<file path="src/rtl/spi_master.sv">
// spi_master: full-duplex SPI initiator, one DATA_WIDTH-bit frame per start, all four modes.
// Optional macro SPI_MASTER_LOOPBACK_EN adds a loopback input that feeds mosi back into the receiver.
module spi_master #(
    parameter int unsigned DATA_WIDTH = 8,
    parameter int unsigned CLK_DIV    = 4,
    parameter bit          MSB_FIRST  = 1'b1
) (
    input  logic                  clk,
    input  logic                  rst_n,
    input  logic                  start,
    input  logic [DATA_WIDTH-1:0] tx_data,
    input  logic                  cpol,
    input  logic                  cpha,
`ifdef SPI_MASTER_LOOPBACK_EN
    input  logic                  loopback,
`endif
    output logic                  busy,
    output logic [DATA_WIDTH-1:0] rx_data,
    output logic                  rx_valid,
    output logic                  sclk,
    output logic                  cs_n,
    output logic                  mosi,
    input  logic                  miso
);

    localparam int unsigned DIV_W     = $clog2(CLK_DIV);
    localparam int unsigned LAST_EDGE = 2 * DATA_WIDTH;
    localparam int unsigned EDGE_W    = $clog2(LAST_EDGE + 1);
    localparam int unsigned BIT_W     = $clog2(DATA_WIDTH + 1);

    typedef enum logic [1:0] {IDLE, SETUP, XFER, DONE} state_t;

    state_t                state_q, state_d;
    logic [DIV_W-1:0]      div_q, div_d;
    logic [EDGE_W-1:0]     edge_q, edge_d;
    logic [BIT_W-1:0]      bit_q, bit_d;
    logic [DATA_WIDTH-1:0] tx_sh_q, tx_sh_d, rx_sh_q, rx_sh_d, rx_data_d;
    logic                  cpol_q, cpol_d, cpha_q, cpha_d;
    logic                  sclk_d, cs_n_d, mosi_d, busy_d, rx_valid_d;
    logic                  tick_c, drive_c, sample_c, rx_in_c;

    function automatic logic first_bit(input logic [DATA_WIDTH-1:0] w);
        return MSB_FIRST ? w[DATA_WIDTH-1] : w[0];
    endfunction

    function automatic logic [DATA_WIDTH-1:0] shift_out(input logic [DATA_WIDTH-1:0] w);
        return MSB_FIRST ? {w[DATA_WIDTH-2:0], 1'b0} : {1'b0, w[DATA_WIDTH-1:1]};
    endfunction

    function automatic logic [DATA_WIDTH-1:0] shift_in(input logic [DATA_WIDTH-1:0] w,
                                                       input logic b);
        return MSB_FIRST ? {w[DATA_WIDTH-2:0], b} : {b, w[DATA_WIDTH-1:1]};
    endfunction

`ifdef SPI_MASTER_LOOPBACK_EN
    logic lb_q, lb_d;
    assign rx_in_c = lb_q ? mosi : miso;
`else
    assign rx_in_c = miso;
`endif

    assign tick_c = (div_q == DIV_W'(CLK_DIV - 1));

    // Next-state and registered-output logic
    always_comb begin
        state_d    = state_q;
        div_d      = div_q;
        edge_d     = edge_q;
        bit_d      = bit_q;
        tx_sh_d    = tx_sh_q;
        rx_sh_d    = rx_sh_q;
        cpol_d     = cpol_q;
        cpha_d     = cpha_q;
`ifdef SPI_MASTER_LOOPBACK_EN
        lb_d       = lb_q;
`endif
        sclk_d     = sclk;
        cs_n_d     = cs_n;
        mosi_d     = mosi;
        busy_d     = busy;
        rx_data_d  = rx_data;
        rx_valid_d = 1'b0;
        drive_c    = 1'b0;
        sample_c   = 1'b0;

        unique case (state_q)
            IDLE: begin
                sclk_d = cpol;
                cs_n_d = 1'b1;
                mosi_d = 1'b0;
                busy_d = 1'b0;
                div_d  = '0;
                edge_d = '0;
                bit_d  = '0;
                if (start) begin
                    state_d = SETUP;
                    cpol_d  = cpol;
                    cpha_d  = cpha;
`ifdef SPI_MASTER_LOOPBACK_EN
                    lb_d    = loopback;
`endif
                    cs_n_d  = 1'b0;
                    busy_d  = 1'b1;
                    rx_sh_d = '0;
                    tx_sh_d = tx_data;
                    if (!cpha) begin
                        mosi_d  = first_bit(tx_data);
                        tx_sh_d = shift_out(tx_data);
                    end
                end
            end
            SETUP, XFER: begin
                div_d = tick_c ? '0 : div_q + DIV_W'(1);
                if (tick_c) begin
                    if (state_q == XFER && edge_q == EDGE_W'(LAST_EDGE)) begin
                        state_d    = DONE;
                        cs_n_d     = 1'b1;
                        mosi_d     = 1'b0;
                        rx_data_d  = rx_sh_q;
                        rx_valid_d = 1'b1;
                    end else begin
                        state_d = XFER;
                        sclk_d  = ~sclk;
                        edge_d  = edge_q + EDGE_W'(1);
                        // Even edge count means the coming edge is a leading one
                        if (!edge_q[0]) begin
                            drive_c  = cpha_q;
                            sample_c = !cpha_q;
                        end else begin
                            sample_c = cpha_q;
                            drive_c  = !cpha_q && (edge_q != EDGE_W'(LAST_EDGE - 1));
                        end
                    end
                end
            end
            DONE: begin
                state_d = IDLE;
                busy_d  = 1'b0;
                sclk_d  = cpol_q;
                cs_n_d  = 1'b1;
                mosi_d  = 1'b0;
            end
            default: state_d = IDLE;
        endcase

        if (drive_c) begin
            mosi_d  = first_bit(tx_sh_q);
            tx_sh_d = shift_out(tx_sh_q);
        end
        if (sample_c && bit_q < BIT_W'(DATA_WIDTH)) begin
            rx_sh_d = shift_in(rx_sh_q, rx_in_c);
            bit_d   = bit_q + BIT_W'(1);
        end
    end

    // State and output registers
    always_ff @(posedge clk or negedge rst_n) begin
        if (!rst_n) begin
            state_q  <= IDLE;
            div_q    <= '0;
            edge_q   <= '0;
            bit_q    <= '0;
            tx_sh_q  <= '0;
            rx_sh_q  <= '0;
            cpol_q   <= 1'b0;
            cpha_q   <= 1'b0;
`ifdef SPI_MASTER_LOOPBACK_EN
            lb_q     <= 1'b0;
`endif
            sclk     <= 1'b0;
            cs_n     <= 1'b1;
            mosi     <= 1'b0;
            busy     <= 1'b0;
            rx_data  <= '0;
            rx_valid <= 1'b0;
        end else begin
            state_q  <= state_d;
            div_q    <= div_d;
            edge_q   <= edge_d;
            bit_q    <= bit_d;
            tx_sh_q  <= tx_sh_d;
            rx_sh_q  <= rx_sh_d;
            cpol_q   <= cpol_d;
            cpha_q   <= cpha_d;
`ifdef SPI_MASTER_LOOPBACK_EN
            lb_q     <= lb_d;
`endif
            sclk     <= sclk_d;
            cs_n     <= cs_n_d;
            mosi     <= mosi_d;
            busy     <= busy_d;
            rx_data  <= rx_data_d;
            rx_valid <= rx_valid_d;
        end
    end

endmodule

</file>
<file path="config.mk">
export PLATFORM = sky130hd
export DESIGN_NAME = spi_master
export DESIGN_NICKNAME = d
export VERILOG_FILES = /design/src/rtl/spi_master.sv
export SDC_FILE = /design/constraint.sdc
export NUM_CORES = 1
export LEC_CHECK = 0
export ABC_AREA = 1
export BUFFER_PORTS_ARGS = -buffer_cell sky130_fd_sc_hd__buf_2
export CORE_MARGIN = 2
export CORE_UTILIZATION = 35
export DETAILED_ROUTE_END_ITERATION = 6
export MAX_ROUTING_LAYER = met4
export PLACE_DENSITY_LB_ADDON = 0.05
export SLEW_MARGIN = 20
export SYNTH_ARGS = -nofsm -noshare
export SYNTH_HDL_FRONTEND = slang
export SYNTH_SLANG_ARGS = --single-unit
</file>
<file path="constraint.sdc">
create_clock -name clk -period 3.4 [get_ports clk]
set_clock_uncertainty 0.15 [all_clocks]
set_input_delay 1.02 -clock clk [delete_from_list [all_inputs] [get_ports clk]]
set_output_delay 1.02 -clock clk [all_outputs]
set_load 0.03 [all_outputs]
</file>
==> impl_metrics.yaml, run 1 <==
run_status:
  outcome: "finished clean"
placed_design:
  dp_slack_ps: 1010
  dpl_cell_area_mm2: 0.00244
  port_buffers: 26
  place.gp.congestion: 0.786
  dp_cells: 355
  hpwl_um: 3330
sta:
  whs_ps: 334
  setup_viol: 0
  fin_crit_ps: 2270
  slew_violations: 0
  timing.fmax_ghz: 0.440
  rsz0062_at_grt: "no"
  maxSlewHeadroom: 0.588
  layout_setup_ws_ps: 1130
  tightest_slew_ps: 617
  period_share: 0.669
  tns_ps: 0
  hold_violations: 0
synthesis:
  synth_edf_count: 0
  synth_top_cell_by_area: "dfrtp_1"
  synth_ff_type: "dfrtp_1"
  seq_area_frac_synth: 0.488
  yosys_warnings: 0
  syn_area_mm2: 0.00226
  synth_cells: 258
  synth_area_leaders: "dfrtp_1 (48%), nand2_1 (10%), nand3_1 (9.3%), ha_1 (5.0%), o21ai_0 (4.6%)"
  synth_top_area_frac: 0.476
  synth_nets: 281
  ys_ff_latch: 44
  avgSynthCellArea_um2: 8.76
  async_flop_share: 1.00
  synth.distinct_cells: 32
worst_setup_path:
  worstPathArrival_ps: 2300
  crit_path_end_kind: "flop"
  path_class: "reg2reg"
  r2r_cells: 8
  path_max_fanout: 21
  startpoint_type: "flop"
  cp.required_ps: 3420
cts:
  cts_sinks: 44
  cts_buffers: 5
  cts_tree: "built"
  htree_levels: 2
  cts.clk_slew.worst_paths_ps: 90
  cts_resized: 0
  clk_latency_ps: 290
  cts-root-buf: "clkbuf_8"
  cts_setup_buffers: 0
  clock_path_buffers: 2
  hold_buffers: 0
cells_and_area:
  layout-drive-gt1-share: 0.210
  n_fill_cell: 661
  diodes: 0
  most-common-layout-cells: "nand2_1 (62), dfrtp_1 (43), nand3_1 (42)"
  num-nets-final: 308
  layoutNonFillerInstCount: 363
  syn_to_final_growth_pct: 12.6
  final_common_cell: "nand2_1"
  design_area_mm2: 0.00255
  fin_util: 0.403
grt:
  grt_util_all_layers: 0.148
  antenna_found_initial: 0
  overflow: 0
  grt_pass1_wl_um: 8160
  grt_max_degree: 32
  grt_pass1_vias: 1669
floorplanning:
  io-pin-count: 27
  core_area_mm2: 0.00631
  die_x_um: 84.4
  initial_core_util: 0.358
  die_h_um: 84.4
  rows: 29
  die-area_mm2: 0.00712
detailed_routing:
  drt_iter0_markers: 81
  wire_per_inst_um: 12.8
  vias: 1731
  finalWirelength_um: 4660
  drt_pass1_iterations: 4
  ant_nets: 0
  drcViolationCount: 0
  vias_per_cell: 4.77
hold_path:
  hold_path_class: "reg2reg"
  worstHoldPathCells: 2
run:
  drv_cap: 0
power_and_ir_drop:
  p_leak_nw: 1.31
  ir_drop_v: 0.000174
  power_uw: 963
  powerDensity_mw_per_mm2: 378
[worst max-delay path, stage by stage, from the launching register on]
cell	delay, ps
dfrtp_1	430
inv_1	60
ha_1	460
inv_2	140
a21oi_2	120
buf_4	220
nand2_2	310
nand3_1	190
o21ai_2	60
[cell families after synthesis]
logic type	share of synthesized area
XOR/XNOR	0.00775
AO/OA/AOI/OAI	0.118
buffers and inverters	0.0764
flip-flops	0.488
multiplexers	0.00443
adder cells (fa/ha/maj)	0.0498
AND/OR/NAND/NOR	0.256
[cell type report]
cell class                      instances  area, um^2  area share
Sequential cell                        44        1100       0.433
Multi-Input combinational cell        178         986       0.387
Timing Repair Buffer                   29         153      0.0600
Inverter                               27         101      0.0398
Tap cell                               77        96.3      0.0378
Clock buffer                            6        72.6      0.0285
Clock inverter                          2        35.0      0.0138
[worst paths after layout]
| path | start | to | slack [ps] |
|---|---|---|---|
| min reg2reg | rx_data[3] | rx_data[3] | 330 |
| max in group asynchronous | rst_n | rx_sh_q[1] | 1900 |
| max | state_q[1] | rx_sh_q[7] | 1130 |
| max reg2reg | state_q[1] | rx_sh_q[7] | 1130 |
| min in group asynchronous | rst_n | edge_q[1] | 470 |
| min | rx_data[3] | rx_data[3] | 330 |
[layer usage]
layer	global-route usage	wire length (um)	vias up	part of all wire
met1	0.203	2330	798	0.50
met5	-	0	-	0
met2	0.229	2200	28	0.47
met4	0.0404	18	0	0.0039
met3	0.0265	117	2	0.025
li1	-	-	903	-
[where the power goes]
group	internal [mW]	leakage [nW]	switching [mW]	total, mW
sequential	0.526	0.536	0.00191	0.528
combinational	0.0113	0.723	0.0239	0.0352
clock	0.218	0.0552	0.181	0.399
total	0.756	1.31	0.207	0.963
[Yosys cell counts, types with 2 or more instances]
master    number
nand2_4        2
clkinv_1       2
nand2_1       62
ha_1           9
nand3_2        4
inv_2          2
inv_1         23
nand3_1       42
o21ai_1        2
nor2_1         8
a21oi_1        5
buf_6          4
o21ai_0       21
dfrtp_1       43
nor2_2         2
buf_2          3
o21ai_2        9
[sequential cells by signal, indices dropped and copies added, names as in the netlist]
| name | cells |
|---|---|
| bit_q | 4 |
| busy | 1 |
| cpha_q | 1 |
| cpol_q | 1 |
| cs_n | 1 |
| div_q | 2 |
| edge_q | 5 |
| mosi | 1 |
| rx_data | 8 |
| rx_sh_q | 8 |
| rx_valid | 1 |
| sclk | 1 |
| state_q | 2 |
| tx_sh_q | 8 |
Note: power is estimated with default switching activity, not from simulation.
==> inputs of run 2 (changes only) <==
- clock period: 3.4 -> 2.1 ns (I/O delays scaled with it)
==> impl_metrics.yaml, run 2 (synthesis gave the netlist of run 1 again) <==
grt:
  grt_max_degree: 45
  overflow: 0
  grt_pass1_vias: 1683
  grt_pass1_wl_um: 7910
  grt_util_all_layers: 0.142
  antenna_found_initial: 0
sta:
  tns_ps: 0
  setup_viol: 0
  hold_violations: 0
  slew_violations: 0
  tightest_slew_ps: 332
  period_share: 0.917
  timing.fmax_ghz: 0.519
  rsz0062_at_grt: "no"
  fin_crit_ps: 1930
  maxSlewHeadroom: 0.778
  layout_setup_ws_ps: 175
worst_setup_path:
  crit_start: "edge_q[0]"
  path_max_fanout: 17
  path_cells: "ha_1 -> nand2_1 -> nor2_1 -> ha_1 -> inv_1 -> nand3_2 -> a21oi_4 -> nand2_4 -> nand3_1 -> nand3_1"
  endpoint: "tx_sh_q[2]"
  crit_path_end_kind: "flop"
  reg2reg_to: "tx_sh_q[2]"
  r2r_cells: 10
  r2r-start: "edge_q[0]"
  worstPathArrival_ps: 1960
  rrSetupSlack_ps: 170
  path_class: "reg2reg"
  crit_path_max_incr_delay_ps: 450
  startpoint_type: "flop"
  cpMaxStageDelayCell: "dfrtp_2"
  cp.required_ps: 2130
detailed_routing:
  ant_nets: 0
  finalWirelength_um: 4450
  drt_pass1_iterations: 4
  vias: 1713
  wire_per_inst_um: 12.0
  drt_iter0_markers: 34
  vias_per_cell: 4.63
  drcViolationCount: 0
floorplanning:
  io-pin-count: 27
  initial_core_util: 0.358
  die-area_mm2: 0.00712
  die_x_um: 84.4
  core_area_mm2: 0.00631
  die_h_um: 84.4
  rows: 29
power_and_ir_drop:
  p_leak_nw: 1.35
  power_mw: 1.59
  ir_drop_v: 0.000285
  powerDensity_mw_per_mm2: 603
cells_and_area:
  most-common-layout-cells: "nand2_1 (62), nand3_1 (42), dfrtp_1 (42)"
  n_fill_cell: 666
  reg_top3: "rx_data (8), rx_sh_q (8), tx_sh_q (8)"
  num-nets-final: 315
  final_common_cell: "nand2_1"
  diodes: 0
  syn_to_final_growth_pct: 16.4
  layout-drive-gt1-share: 0.235
cts:
  cts_setup_buffers: 0
  cts_sinks: 44
  cts-root-buf: "clkbuf_8"
  cts_tree: "built"
  cts.clk_slew.worst_paths_ps: 90
  clock_path_buffers: 2
  hold_buffers: 0
  htree_levels: 2
  cts_buffers: 5
  cts_resized: 0
  clk_latency_ps: 300
run_status:
  outcome: "finished clean"
hold_path:
  hold_path_class: "in2async"
run:
  drv_cap: 0
placed_design:
  dp_slack_ps: 147
  port_buffers: 26
  place.gp.congestion: 0.762
  hpwl_um: 3210
[run 2: through the flow]
stage	cells	hold WS, ps	cell area [um^2]	utilization
floorplan	258	184	2260	-
global placement	362	316	2520	0.399
detailed placement	362	319	2520	0.399
CTS	370	148	2630	0.417
global route	370	166	2630	0.417
finish	370	143	2630	0.417
[run 2: layout make-up]
class	instances	area, um^2	share of cell area
Inverter	27	101	0.0385
Tap cell	77	96.3	0.0366
Clock buffer	5	68.8	0.0261
Sequential cell	44	1100	0.419
Multi-Input combinational cell	178	986	0.375
Clock inverter	3	46.3	0.0176
Timing Repair Buffer	36	230	0.0875
[run 2: critical path: cells and delay by family (launching register included)]
| family | cells | cell delay, ps |
|---|---|---|
| flops | 1 | 450 |
| fa+ha+maj | 2 | 390 |
| buf+inv | 1 | 70 |
| simple gates | 6 | 560 |
| compound gates | 1 | 180 |
[run 2: how the worst min path moves through the flow]
stage / startpoint / endpoint / slack (ps) / cells past startpoint
after floorplan: rst_n / bit_q[0] / 180 / 0
after global placement: rx_data[3] / rx_data[3] / 320 / 2
after detailed placement: rx_data[4] / rx_data[4] / 320 / 2
after CTS: rst_n / bit_q[3] / 150 / 2
after global routing: rst_n / bit_q[3] / 170 / 2
final: rst_n / edge_q[3] / 140 / 2
[run 2: layer usage]
layer / vias up / track usage / wire length [um]
li1: 915 / - / -
met1: 778 / 0.190 / 2270
met2: 16 / 0.218 / 2020
met3: 4 / 0.0334 / 114
met4: 0 / 0.0390 / 42
met5: - / - / 0
[run 2: power by group]
group | switching [mW] | leakage, nW | internal (mW)
Sequential | 0.00310 | 0.534 | 0.852
Combinational | 0.0380 | 0.764 | 0.0211
Clock | 0.314 | 0.0548 | 0.359
Total | 0.355 | 1.35 | 1.23
